### src/rtl/ctn_pkg.sv
// Shared definitions for the third-level cache controller.
// Holds the FSM state encoding, the memory-side mux encodings, the default
// fill timeout and the packed bundle of registered control outputs.
package ctn_pkg;

    localparam int TIMEOUT_CYCLES_DEFAULT = 256;

    // Sel_Mux_Mem encodings
    localparam logic [1:0] MEM_BANK   = 2'b00;
    localparam logic [1:0] MEM_VICTIM = 2'b01;
    localparam logic [1:0] MEM_REQ    = 2'b10;

    typedef enum logic [3:0] {
        INIT       = 4'd0,
        IDLE       = 4'd1,
        LOAD       = 4'd2,
        LOOKUP     = 4'd3,
        RD_OUT     = 4'd4,
        WR_BYTE    = 4'd5,
        EVICT      = 4'd6,
        REQ_FILL   = 4'd7,
        WAIT_FILL  = 4'd8,
        FILL       = 4'd9,
        WRITE_LINE = 4'd10
    } state_t;

    // All outputs of the controller, registered together
    typedef struct packed {
        logic       busy;
        logic       done;
        logic       error;
        logic       push;
        logic       pop;
        logic       lect_esc;
        logic       clr_main;
        logic       en_main;
        logic       sel_bank;
        logic       clr_tag;
        logic       r_w;
        logic       clr_form;
        logic       en_form;
        logic       bank_en;
        logic       wr_en;
        logic       clr_ldg;
        logic       en_reg;
        logic [1:0] sel_mem;
    } ctrl_t;

endpackage

### src/rtl/ctn_timeout_counter.sv
// Fill-wait timeout counter.
// Ports: clk/rst (async active-high), clr (synchronous clear, wins over en),
// en (count up by one), tc (count has reached TIMEOUT_CYCLES-1).
module ctn_timeout_counter #(
    parameter int TIMEOUT_CYCLES = 256
) (
    input  logic clk,
    input  logic rst,
    input  logic clr,
    input  logic en,
    output logic tc
);

    localparam int CW = (TIMEOUT_CYCLES > 2) ? $clog2(TIMEOUT_CYCLES) : 1;

    logic [CW-1:0] cnt_q;
    logic [CW-1:0] cnt_d;

    // Next count: clear has priority over increment
    always_comb begin
        if (clr) begin
            cnt_d = {CW{1'b0}};
        end else if (en) begin
            cnt_d = cnt_q + {{(CW-1){1'b0}}, 1'b1};
        end else begin
            cnt_d = cnt_q;
        end
    end

    // Count register
    always_ff @(posedge clk or posedge rst) begin
        if (rst) begin
            cnt_q <= {CW{1'b0}};
        end else begin
            cnt_q <= cnt_d;
        end
    end

    assign tc = (cnt_q == CW'(TIMEOUT_CYCLES - 1));

endmodule

### src/rtl/control_tercer_nivel.sv
// Third-level cache access controller.
// Sequences a byte read/write against the data banks; on a miss it pushes the
// dirty victim (if any) and a line request into the lower-level FIFO, waits
// (bounded) for the returned line, writes it into the banks and replays the
// access.
// Ports: CLK, Reset (async active-high); Req/Req_RW from the upper level;
// Hit/Desalojo from the datapath; Push_Full/Pop_Empty from the lower-level
// FIFO; Busy/Done/Error status; Push/Pop FIFO strobes; datapath controls.
// All outputs are registered: each reflects the state of the previous cycle
// (Busy reflects the current state), so Reset zeroes them immediately.
module control_tercer_nivel
    import ctn_pkg::*;
#(
    parameter int TIMEOUT_CYCLES = TIMEOUT_CYCLES_DEFAULT
) (
    input  logic       CLK,
    input  logic       Reset,
    input  logic       Req,
    input  logic       Req_RW,
    input  logic       Hit,
    input  logic       Desalojo,
    input  logic       Push_Full,
    input  logic       Pop_Empty,
    output logic       Busy,
    output logic       Done,
    output logic       Error,
    output logic       Push,
    output logic       Pop,
    output logic       Lectura_Escritura,
    output logic       Clear_Main_REG,
    output logic       Eneable_Main_REG,
    output logic       Sel_Mux_Bank,
    output logic       Clear_Tag_Banks,
    output logic       R_W,
    output logic       Clear_Formador,
    output logic       Eneable_Formador,
    output logic       Bank_Eneable,
    output logic       Write_Eneable,
    output logic       Clear_LDG_REG,
    output logic       Eneable_REG,
    output logic [1:0] Sel_Mux_Mem
);

    state_t state_q;
    state_t state_d;
    logic   rw_q;
    logic   rw_d;
    ctrl_t  ctrl_q;
    ctrl_t  ctrl_d;
    logic   tmo_tc;

    ctn_timeout_counter #(
        .TIMEOUT_CYCLES(TIMEOUT_CYCLES)
    ) u_timeout (
        .clk (CLK),
        .rst (Reset),
        .clr (state_q != WAIT_FILL),
        .en  (state_q == WAIT_FILL),
        .tc  (tmo_tc)
    );

    // Next-state and control decode
    always_comb begin
        state_d = state_q;
        rw_d    = rw_q;
        ctrl_d  = '0;
        case (state_q)
            INIT: begin
                ctrl_d.clr_main = 1'b1;
                ctrl_d.clr_tag  = 1'b1;
                ctrl_d.clr_form = 1'b1;
                ctrl_d.clr_ldg  = 1'b1;
                state_d         = IDLE;
            end
            IDLE: begin
                if (Req) begin
                    rw_d    = Req_RW;
                    state_d = LOAD;
                end else begin
                    state_d = IDLE;
                end
            end
            LOAD: begin
                ctrl_d.en_main  = 1'b1;
                ctrl_d.lect_esc = 1'b0;
                state_d         = LOOKUP;
            end
            LOOKUP: begin
                if (Hit) begin
                    state_d = rw_q ? WR_BYTE : RD_OUT;
                end else if (Desalojo) begin
                    state_d = EVICT;
                end else begin
                    state_d = REQ_FILL;
                end
            end
            RD_OUT: begin
                ctrl_d.en_reg = 1'b1;
                ctrl_d.r_w    = 1'b0;
                ctrl_d.done   = 1'b1;
                state_d       = IDLE;
            end
            WR_BYTE: begin
                ctrl_d.en_form  = 1'b1;
                ctrl_d.bank_en  = 1'b1;
                ctrl_d.wr_en    = 1'b1;
                ctrl_d.r_w      = 1'b1;
                ctrl_d.sel_bank = 1'b0;
                ctrl_d.done     = 1'b1;
                state_d         = IDLE;
            end
            EVICT: begin
                ctrl_d.sel_mem = MEM_VICTIM;
                // Push is issued on the single cycle the FIFO can accept it
                if (!Push_Full) begin
                    ctrl_d.push = 1'b1;
                    state_d     = REQ_FILL;
                end else begin
                    state_d = EVICT;
                end
            end
            REQ_FILL: begin
                ctrl_d.sel_mem = MEM_REQ;
                if (!Push_Full) begin
                    ctrl_d.push = 1'b1;
                    state_d     = WAIT_FILL;
                end else begin
                    state_d = REQ_FILL;
                end
            end
            WAIT_FILL: begin
                // Arriving data beats a timeout in the same cycle
                if (!Pop_Empty) begin
                    state_d = FILL;
                end else if (tmo_tc) begin
                    ctrl_d.error = 1'b1;
                    state_d      = IDLE;
                end else begin
                    state_d = WAIT_FILL;
                end
            end
            FILL: begin
                ctrl_d.pop      = 1'b1;
                ctrl_d.en_main  = 1'b1;
                ctrl_d.lect_esc = 1'b1;
                state_d         = WRITE_LINE;
            end
            WRITE_LINE: begin
                ctrl_d.bank_en  = 1'b1;
                ctrl_d.wr_en    = 1'b1;
                ctrl_d.sel_bank = 1'b1;
                state_d         = LOAD;
            end
            default: begin
                state_d = INIT;
            end
        endcase
        // Busy follows the state being entered so it is low exactly in IDLE
        ctrl_d.busy = (state_d != IDLE) && (state_d != INIT);
    end

    // State, latched access type and registered outputs
    always_ff @(posedge CLK or posedge Reset) begin
        if (Reset) begin
            state_q <= INIT;
            rw_q    <= 1'b0;
            ctrl_q  <= '0;
        end else begin
            state_q <= state_d;
            rw_q    <= rw_d;
            ctrl_q  <= ctrl_d;
        end
    end

    assign Busy              = ctrl_q.busy;
    assign Done              = ctrl_q.done;
    assign Error             = ctrl_q.error;
    assign Push              = ctrl_q.push;
    assign Pop               = ctrl_q.pop;
    assign Lectura_Escritura = ctrl_q.lect_esc;
    assign Clear_Main_REG    = ctrl_q.clr_main;
    assign Eneable_Main_REG  = ctrl_q.en_main;
    assign Sel_Mux_Bank      = ctrl_q.sel_bank;
    assign Clear_Tag_Banks   = ctrl_q.clr_tag;
    assign R_W               = ctrl_q.r_w;
    assign Clear_Formador    = ctrl_q.clr_form;
    assign Eneable_Formador  = ctrl_q.en_form;
    assign Bank_Eneable      = ctrl_q.bank_en;
    assign Write_Eneable     = ctrl_q.wr_en;
    assign Clear_LDG_REG     = ctrl_q.clr_ldg;
    assign Eneable_REG       = ctrl_q.en_reg;
    assign Sel_Mux_Mem       = ctrl_q.sel_mem;

endmodule

### config.mk
export PLATFORM = sky130hd
export DESIGN_NAME = control_tercer_nivel
export DESIGN_NICKNAME = d
export VERILOG_FILES = /design/src/rtl/ctn_pkg.sv /design/src/rtl/ctn_timeout_counter.sv /design/src/rtl/control_tercer_nivel.sv
export SDC_FILE = /design/constraint.sdc
export NUM_CORES = 1
export LEC_CHECK = 0
export BUFFER_PORTS_ARGS = -buffer_cell sky130_fd_sc_hd__clkbuf_2
export CAP_MARGIN = 20
export CORE_MARGIN = 1
export CORE_UTILIZATION = 55
export CTS_BUF_LIST = sky130_fd_sc_hd__clkbuf_2
export DETAILED_ROUTE_END_ITERATION = 10
export HOLD_SLACK_MARGIN = 0.03
export PLACE_DENSITY = 0.87
export RECOVER_POWER = 50
export SLEW_MARGIN = 20
export SYNTH_ARGS = -nofsm -noshare
export SYNTH_HDL_FRONTEND = slang
export SYNTH_SLANG_ARGS = --single-unit
### constraint.sdc
create_clock -name CLK -period 2 [get_ports CLK]
set_clock_uncertainty 0.05 [all_clocks]
set_input_delay 0.4 -clock CLK [delete_from_list [all_inputs] [get_ports CLK]]
set_output_delay 0.4 -clock CLK [all_outputs]
set_load 0.02 [all_outputs]
==> results of run 1 <==
[synthesized netlist by cell type, drive strengths merged, types with 3 or more instances]
library cell  instances
a21oi                 3
and3                  3
buf                  11
dfrtp                26
nand2                 6
nand2b                4
nor2                 19
nor3                  4
xnor2                 3
[worst max path at each step]
stage | startpoint | to | cells past startpoint
after detailed placement | state_q[2] | Busy | 4
after floorplan | state_q[1] | rw_q | 3
after CTS | state_q[2] | Busy | 4
final | state_q[0] | rw_q | 3
after global placement | state_q[2] | Busy | 4
after global routing | state_q[0] | rw_q | 3
[critical path: cells and delay by family (launching register included)]
kind,cells,cell delay [ps]
flip-flops,1,620
multiplexers,1,350
AND/OR/NAND/NOR,2,540
[power groups by stage]
stage / Combinational (mW) / Sequential (mW) / Clock (mW)
5_1_grt: 0.605 / 0.802 / 0.355
6_report: 0.552 / 0.778 / 0.325
3_5_place_dp: 0.556 / 0.790 / 0
3_3_place_gp: 0.543 / 0.773 / 0
4_1_cts: 0.560 / 0.779 / 0.330
2_1_floorplan: 0.464 / 0.786 / 0
[final cells by class]
type,instances,area share (%)
well taps,27,2.54
flip-flops and latches,26,48.9
clock buffers,3,1.13
inverters,2,0.564
multi-input cells,69,33.7
repair buffers,28,10.9
clock inverters,1,2.26
[metrics by stage]
stage,power (mW),worst slack (ps),cells,util (%),cell area (um2)
floorplan,1.25,630,108,-,1190
global placement,1.32,451,151,63.9,1280
detailed placement,1.35,394,151,63.9,1280
CTS,1.67,362,156,66.7,1340
global route,1.76,192,156,66.4,1330
finish,1.66,342,156,66.4,1330
[cell families (layout without fill, tap and decap cells)]
group / count (synthesis) / count (layout)
adders and majority gates: 1 / 1
and+or+nand+nor: 49 / 49
AOI/OAI and AO/OA: 12 / 12
buffers and inverters: 13 / 34
xor gates and xnor gates: 5 / 5
DFF: 26 / 26
muxes: 2 / 2
[registers in the layout, summed over array words and instances, names as in the netlist]
signal,cells
Busy,1
Clear_LDG_REG,1
Done,1
Error,1
rw_q,1
Lectura_Escritura,1
Push,1
Sel_Mux_Bank,1
state_q,4
Eneable_Main_REG,1
Bank_Eneable,1
u_timeout.cnt_q,8
Eneable_Formador,1
Sel_Mux_Mem,2
Eneable_REG,1
[routing by layer]
| layer | wire [um] | share of wire (%) |
|---|---|---|
| met5 | 0 | 0 |
| met2 | 983 | 48 |
| met4 | 73 | 3.6 |
| met3 | 73 | 3.6 |
| met1 | 905 | 44 |
==> impl_table.tex, run 1 <==
\begin{tabular}{lr}
\hline
Metric & Value \\
\hline
\multicolumn{2}{l}{\textbf{Timing}} \\
Achievable frequency & 603 MHz \\
Final period utilization & 82.9\% \\
Minimum period implied by the final worst setup slack & 1660 ps \\
Setup TNS & 0 ps \\
Final number of setup-violating endpoints & 0 \\
Post-Route Hold Slack & roughly 220 ps \\
Slew @ Worst Pin & 591 ps \\
Worst slew slack as a fraction of its limit & around 60\% \\
Max Slew Vio Count & 0 \\
Final hold violation count & 0 \\
Unrepaired setup endpoints after global routing & false \\
\multicolumn{2}{l}{\textbf{Setup path}} \\
Crit Reg-Reg Startpoint & state\_q[0] \\
Endpoint of the most critical register-to-register path & rw\_q \\
Cell-by-cell listing of the critical path & nand2b\_1, nor4b\_2, mux2\_2 \\
Required time of the critical path & 2220 ps \\
Maximum fanout along the worst path & 12 \\
Maximum single-stage delay on the critical path & 620 ps \\
Critical Setup Path Class & flop to flop \\
Setup slack on the worst flop-to-flop path & 340 ps \\
Count of cells along the worst register-to-register path & 3 \\
Nature of the critical path endpoint & flop \\
Worst Path Arrival & 1880 ps \\
Worst Setup Start Kind & flop \\
CP max-delay cell & dfrtp\_1 \\
\multicolumn{2}{l}{\textbf{Floorplanning}} \\
Initial cell density of the core & 59.3\% \\
I/O pin count & 27 \\
Total Die Area & 2350 um2 \\
Standard-cell row count & 16 \\
Area inside the core boundary & 2000 um2 \\
Die boundary height & 48.5 um \\
Die W & between 40 and 50 um \\
\multicolumn{2}{l}{\textbf{Pwr}} \\
Total power density per cell area & 1240 nW/um2 \\
Fraction of power consumed by sequential logic & 47.0\% \\
Worst supply voltage drop on vdd & 1.07 mV \\
Net switching fraction of the power & approximately 38\% \\
Combinational fraction of design power & 33.4\% \\
Share of power burned in the clock network & 19.6\% \\
Power dissipated by switching net loads & 627 uW \\
Leakage power figure & $\sim$0.65 nW \\
Int Pwr & 1.03 mW \\
\multicolumn{2}{l}{\textbf{Routing}} \\
Routed length per placed instance & about 13 um \\
Total Wirelength & 2.04 mm \\
Remaining design rule violation count & 0 \\
Post-route antenna net violation count & 0 \\
Number of vias per cell & 5.41 \\
Total via count in the routed design & 844 \\
Count of routing violations after the opening detailed-route iteration & 13 \\
First drt pass iteration count & 4 \\
\multicolumn{2}{l}{\textbf{Placement}} \\
Port bufs & 26 \\
Placed wire-length estimate & 1.50 mm \\
Global placement routability congestion & 0.788 \\
\multicolumn{2}{l}{\textbf{Yosys}} \\
Dominant combinational cell family by area after synthesis & simple AND/OR/NAND/NOR gates \\
Main synth FF type & dfrtp\_1 \\
Nets in the synthesized netlist & 117 \\
Proportion of register bits with asynchronous set or reset after synthesis & between 90\% and 100\% \\
Synthesized area per cell & 11.0 um2 \\
Post-synthesis instance total & 108 \\
Share of synthesized cell area in full adder, half adder and majority cells & under 10\% \\
Fraction of the mapped netlist area in simple logic gates & approximately a quarter \\
Total standard cell area after synthesis & 1190 um2 \\
Library cells used by synthesis & 37 \\
Proportion of netlist area held by the largest area contributor & 54.8\% \\
Warnings from Yosys & 0 \\
Post-synthesis sequential area ratio & 54.8\% \\
Fraction of synthesized area in multiplexers & under 10\% \\
Cell taking the most area after synthesis & dfrtp\_1 \\
Number of storage elements in the synthesis netlist & 26 \\
Compound-gate portion of the synthesized area & between 7 and 8\% \\
Synth Area in XOR/XNOR & approximately 3.7\% \\
Number of synthesized flops with an enable pin & 0 \\
Main area contributors after synthesis & dfrtp\_1 (55\%), nor2\_1 (6.0\%), buf\_4 (4.4\%), xnor2\_1 (2.2\%), mux2\_2 (1.9\%) \\
\multicolumn{2}{l}{\textbf{GRT}} \\
Overflow left after global routing & 0 \\
Initial antenna violation count & 0 \\
Global-route wire length before repair & 3.60 mm \\
Met1 Resource Use GR & 25.5\% \\
Met2 Use GR & 33.6\% \\
Global-route total usage across every layer & 21.2\% \\
Global Route met3 Usage & 4.09\% \\
Via count of the first global-routing pass & 799 \\
Largest net degree at the start of global routing & 27 \\
Most congested layer reported by global routing & met2 \\
\multicolumn{2}{l}{\textbf{Clocking}} \\
Number of sinks driven by the clock tree & 26 \\
TritonCTS clock tree & yes \\
Clock latency on the worst-skew pair & 350 ps \\
Post-cts gate resize count & 0 \\
CTS root buffer & clkbuf\_2 \\
Total of hold buffers inserted after clock tree synthesis & 1 \\
Clock-pin slew reported for the worst setup and hold paths after clock tree synthesis & 240 ps \\
Inserted Clock Buffers & 3 \\
Number of post-CTS setup repair buffers & 0 \\
Bufs on Longest Clock Path & 2 \\
Total number of H-tree levels & 1 \\
\multicolumn{2}{l}{\textbf{Layout}} \\
Flip-flop and latch area & 651 um2 \\
Most frequent cells in the layout & clkbuf\_2 (30), dfrtp\_1 (26), nor2\_1 (19) \\
Area growth syn-to-layout & 12.0\% \\
Leading cell type in the layout, fill and taps excluded & clkbuf\_2 \\
Filler cell count & 165 \\
Antenna fix cells & 0 \\
Area occupied by multi-input gates & 448 um2 \\
Fraction of final layout cells sized beyond drive strength 1 & 29.5\% \\
Number of nets at the end of the flow & 139 \\
\multicolumn{2}{l}{\textbf{Status}} \\
Status & complete, no violations \\
\multicolumn{2}{l}{\textbf{Hold path}} \\
Hold Startpoint & Req\_RW \\
Class of the tightest hold or removal check & input port to flop \\
Worst Hold Path EP & rw\_q \\
Number of cells on the worst hold path & 2 \\
\multicolumn{2}{l}{\textbf{Run}} \\
Max-cap violation count & 0 \\
\hline
\end{tabular}
Note: power is estimated with default switching activity, not from simulation.
==> inputs of run 2 (changes only) <==
CORE_UTILIZATION = 49   (was 55)
PLACE_DENSITY = 0.82   (was 0.87)
clock period = 1.37 ns   (was 2 ns; I/O delays follow)
==> run 2 against run 1 <==
Against the previous run:
- the run now ends with negative setup slack left
- die area increased by 12%
- worst hold slack got worse by 110 ps
- sequential power rose by 38%
- first-iteration DRC count is 31% higher
- sequential share of layout area decreased by 7.2 points
- core utilization increased by 3.2 points
- via count rose by 10%
- fmax grew 19%
- cell area grew 18%
==> impl_table.tex, run 2 (synthesis gave the netlist of run 1 again) <==
\begin{tabular}{lr}
\hline
Metric & Value \\
\hline
\multicolumn{2}{l}{\textbf{Setup path}} \\
Maximum single-stage delay on the critical path & 470 ps (-150 ps) \\
Required time of the critical path & 1620 ps (-600 ps) \\
Maximum fanout along the worst path & 4 (-8) \\
Worst Setup Start Kind & flop \\
Critical Setup Path Class & flop to flop \\
Worst Path Arrival & 1640 ps (-240 ps) \\
Count of buffer and inverter cells on the critical path & 0 (unchanged) \\
Dominant delay contributor by cell family on the critical path & simple AND/OR/NAND/NOR gates \\
CP max-delay cell & dfrtp\_1 \\
Setup slack on the worst flop-to-flop path & -20 ps (-370 ps) \\
Nature of the critical path endpoint & flop \\
Cell-by-cell listing of the critical path & nand2b\_4, or3\_4, o2bb2ai\_4, nand4bb\_1 \\
\multicolumn{2}{l}{\textbf{Pwr}} \\
Leakage power figure & 0.751 nW (+16\%) \\
Fraction of power consumed by sequential logic & 39.2\% (-7.8 points) \\
Total power density per cell area & 1740 nW/um2 (+40\%) \\
Net switching fraction of the power & 38.7\% (+0.84 points) \\
Power dissipated by switching net loads & 1.05 mW (+68\%) \\
Combinational fraction of design power & 50.3\% (+17 points) \\
Share of power burned in the clock network & 10.4\% (-9.2 points) \\
Worst supply voltage drop on vdd & 1.14 mV (+6.4\%) \\
Int Pwr & 1.67 mW (+62\%) \\
\multicolumn{2}{l}{\textbf{GRT}} \\
Via count of the first global-routing pass & 825 (+3.3\%) \\
Global-route total usage across every layer & 20.0\% (-1.2 points) \\
Initial antenna violation count & 0 (unchanged) \\
Overflow left after global routing & 0 (unchanged) \\
Largest net degree at the start of global routing & 27 (unchanged) \\
Global-route wire length before repair & 3.74 mm (+3.8\%) \\
\multicolumn{2}{l}{\textbf{Floorplanning}} \\
Die W & 51.2 um (+5.7\%) \\
Standard-cell row count & 17 (+1) \\
Total Die Area & 2620 um2 (+12\%) \\
Area inside the core boundary & 2250 um2 (+13\%) \\
Die boundary height & 51.2 um (+5.7\%) \\
I/O pin count & 27 (unchanged) \\
Initial cell density of the core & 52.7\% (-6.6 points) \\
\multicolumn{2}{l}{\textbf{Status}} \\
Violated checks & negative setup slack \\
Status & finished with violations \\
\multicolumn{2}{l}{\textbf{Timing}} \\
Final hold violation count & 0 (unchanged) \\
Worst slew slack as a fraction of its limit & 59.8\% (-0.80 points) \\
Minimum period implied by the final worst setup slack & 1390 ps (-264 ps) \\
Post-layout worst setup margin & -24.6 ps (-366 ps) \\
Setup TNS & -86.2 ps (-86.2 ps) \\
Achievable frequency & 717 MHz (+19\%) \\
Max Slew Vio Count & 0 (unchanged) \\
Final period utilization & 102\% (+19 points) \\
Slew @ Worst Pin & 602 ps (+11.9 ps) \\
Unrepaired setup endpoints after global routing & true \\
Final number of setup-violating endpoints & 4 (+4) \\
\multicolumn{2}{l}{\textbf{Placement}} \\
Placed wire-length estimate & 1.70 mm (+13\%) \\
Port bufs & 26 (unchanged) \\
\# placed instances & 166 (+9.9\%) \\
Global placement routability congestion & 0.867 (+10\%) \\
\multicolumn{2}{l}{\textbf{Clocking}} \\
Number of sinks driven by the clock tree & 26 (unchanged) \\
Inserted Clock Buffers & 3 (unchanged) \\
TritonCTS clock tree & yes \\
Total number of H-tree levels & 1 (unchanged) \\
Bufs on Longest Clock Path & 2 (unchanged) \\
Clock latency on the worst-skew pair & 340 ps (about the same) \\
CTS root buffer & clkbuf\_2 \\
Clock-pin slew reported for the worst setup and hold paths after clock tree synthesis & 240 ps (about the same) \\
\multicolumn{2}{l}{\textbf{Layout}} \\
Most frequent cells in the layout & clkbuf\_2 (26), dfrtp\_1 (23), buf\_4 (20) \\
Number of flip-flops under the largest register name & 8 (unchanged) \\
Largest register by flop count & u\_timeout.cnt\_q \\
Filler cell count & 162 (-1.8\%) \\
Area growth syn-to-layout & 32.1\% \\
Post-route insts no fill & 177 (+13\%) \\
Number of nets at the end of the flow & 159 (+14\%) \\
Leading cell type in the layout, fill and taps excluded & clkbuf\_2 \\
Fraction of final layout cells sized beyond drive strength 1 & 47.7\% (+18 points) \\
Antenna fix cells & 0 (unchanged) \\
\multicolumn{2}{l}{\textbf{Hold path}} \\
Class of the tightest hold or removal check & input port to flop \\
\multicolumn{2}{l}{\textbf{Routing}} \\
Routed length per placed instance & 13.9 um (+6.5\%) \\
Total Wirelength & 2.46 mm (+21\%) \\
Total via count in the routed design & 930 (+10\%) \\
First drt pass iteration count & 4 (unchanged) \\
Count of routing violations after the opening detailed-route iteration & 17 (+4) \\
Remaining design rule violation count & 0 (unchanged) \\
Number of vias per cell & 5.25 (-2.9\%) \\
Post-route antenna net violation count & 0 (unchanged) \\
\multicolumn{2}{l}{\textbf{Run}} \\
Max-cap violation count & 0 (unchanged) \\
\hline
\end{tabular}
[run 2: layout make-up]
| cell class | instances | area (um2) | area share, % |
|---|---|---|---|
| sequential | 26 | 654 | 41.7 |
| multi-input combinational | 69 | 533 | 34.0 |
| timing repair buffer | 48 | 320 | 20.4 |
| tap | 28 | 35.0 | 2.23 |
| clock buffer | 3 | 15.0 | 0.957 |
| inverter | 2 | 7.51 | 0.478 |
| clock inverter | 1 | 3.75 | 0.239 |
[run 2: path summary, 6_finish.rpt]
check,start,endpoint,depth (start not counted)
worst min-delay path,Req_RW,rw_q,2
worst max register to register,state_q[2],Busy,4
worst max-delay path,state_q[2],Busy,4
worst min register to register,u_timeout.cnt_q[0],u_timeout.cnt_q[0],1
max in group asynchronous,Reset,Clear_LDG_REG,4
min in group asynchronous,Reset,u_timeout.cnt_q[7],4
[run 2: what timing repair did]
item                                    in CTS  in global routing
cloned                                       0                  0
setup buffers                                3                  3
pin swaps                                    4                  3
hold buffers                                 1                  0
hold endpoints to repair                    26                  0
resized for setup                           11                 19
endpoints found under the setup margin       5                 16
[run 2: metal layers]
| layer | GRT usage (%) | wire length (um) |
|---|---|---|
| met4 | 11.3 | 27 |
| met1 | 24.8 | 993 |
| met3 | 2.68 | 80 |
| met5 | 0 | 0 |
| met2 | 33.3 | 1360 |
[run 2: through the flow]
stage	setup WS [ps]	util [%]	area (um2)	hold WS [ps]	power, mW
6_report	-24.6	69.6	1570	102	2.72
5_1_grt	-91.6	69.6	1570	53.2	2.89
4_1_cts	-20.0	66.3	1500	90.0	2.58
3_5_place_dp	-76.6	61.7	1390	275	2.19
3_3_place_gp	5.55	61.7	1390	264	2.14
2_1_floorplan	17.4	-	1190	264	1.84
[run 2: power by group through the flow]
stage                     logic (mW)  clock network (mW)  registers, mW
after floorplan                0.694                   0           1.15
after global placement          1.09                   0           1.05
after detailed placement        1.11                   0           1.07
after CTS                       1.22               0.286           1.07
after global routing            1.47               0.334           1.09
final                           1.37               0.284           1.07
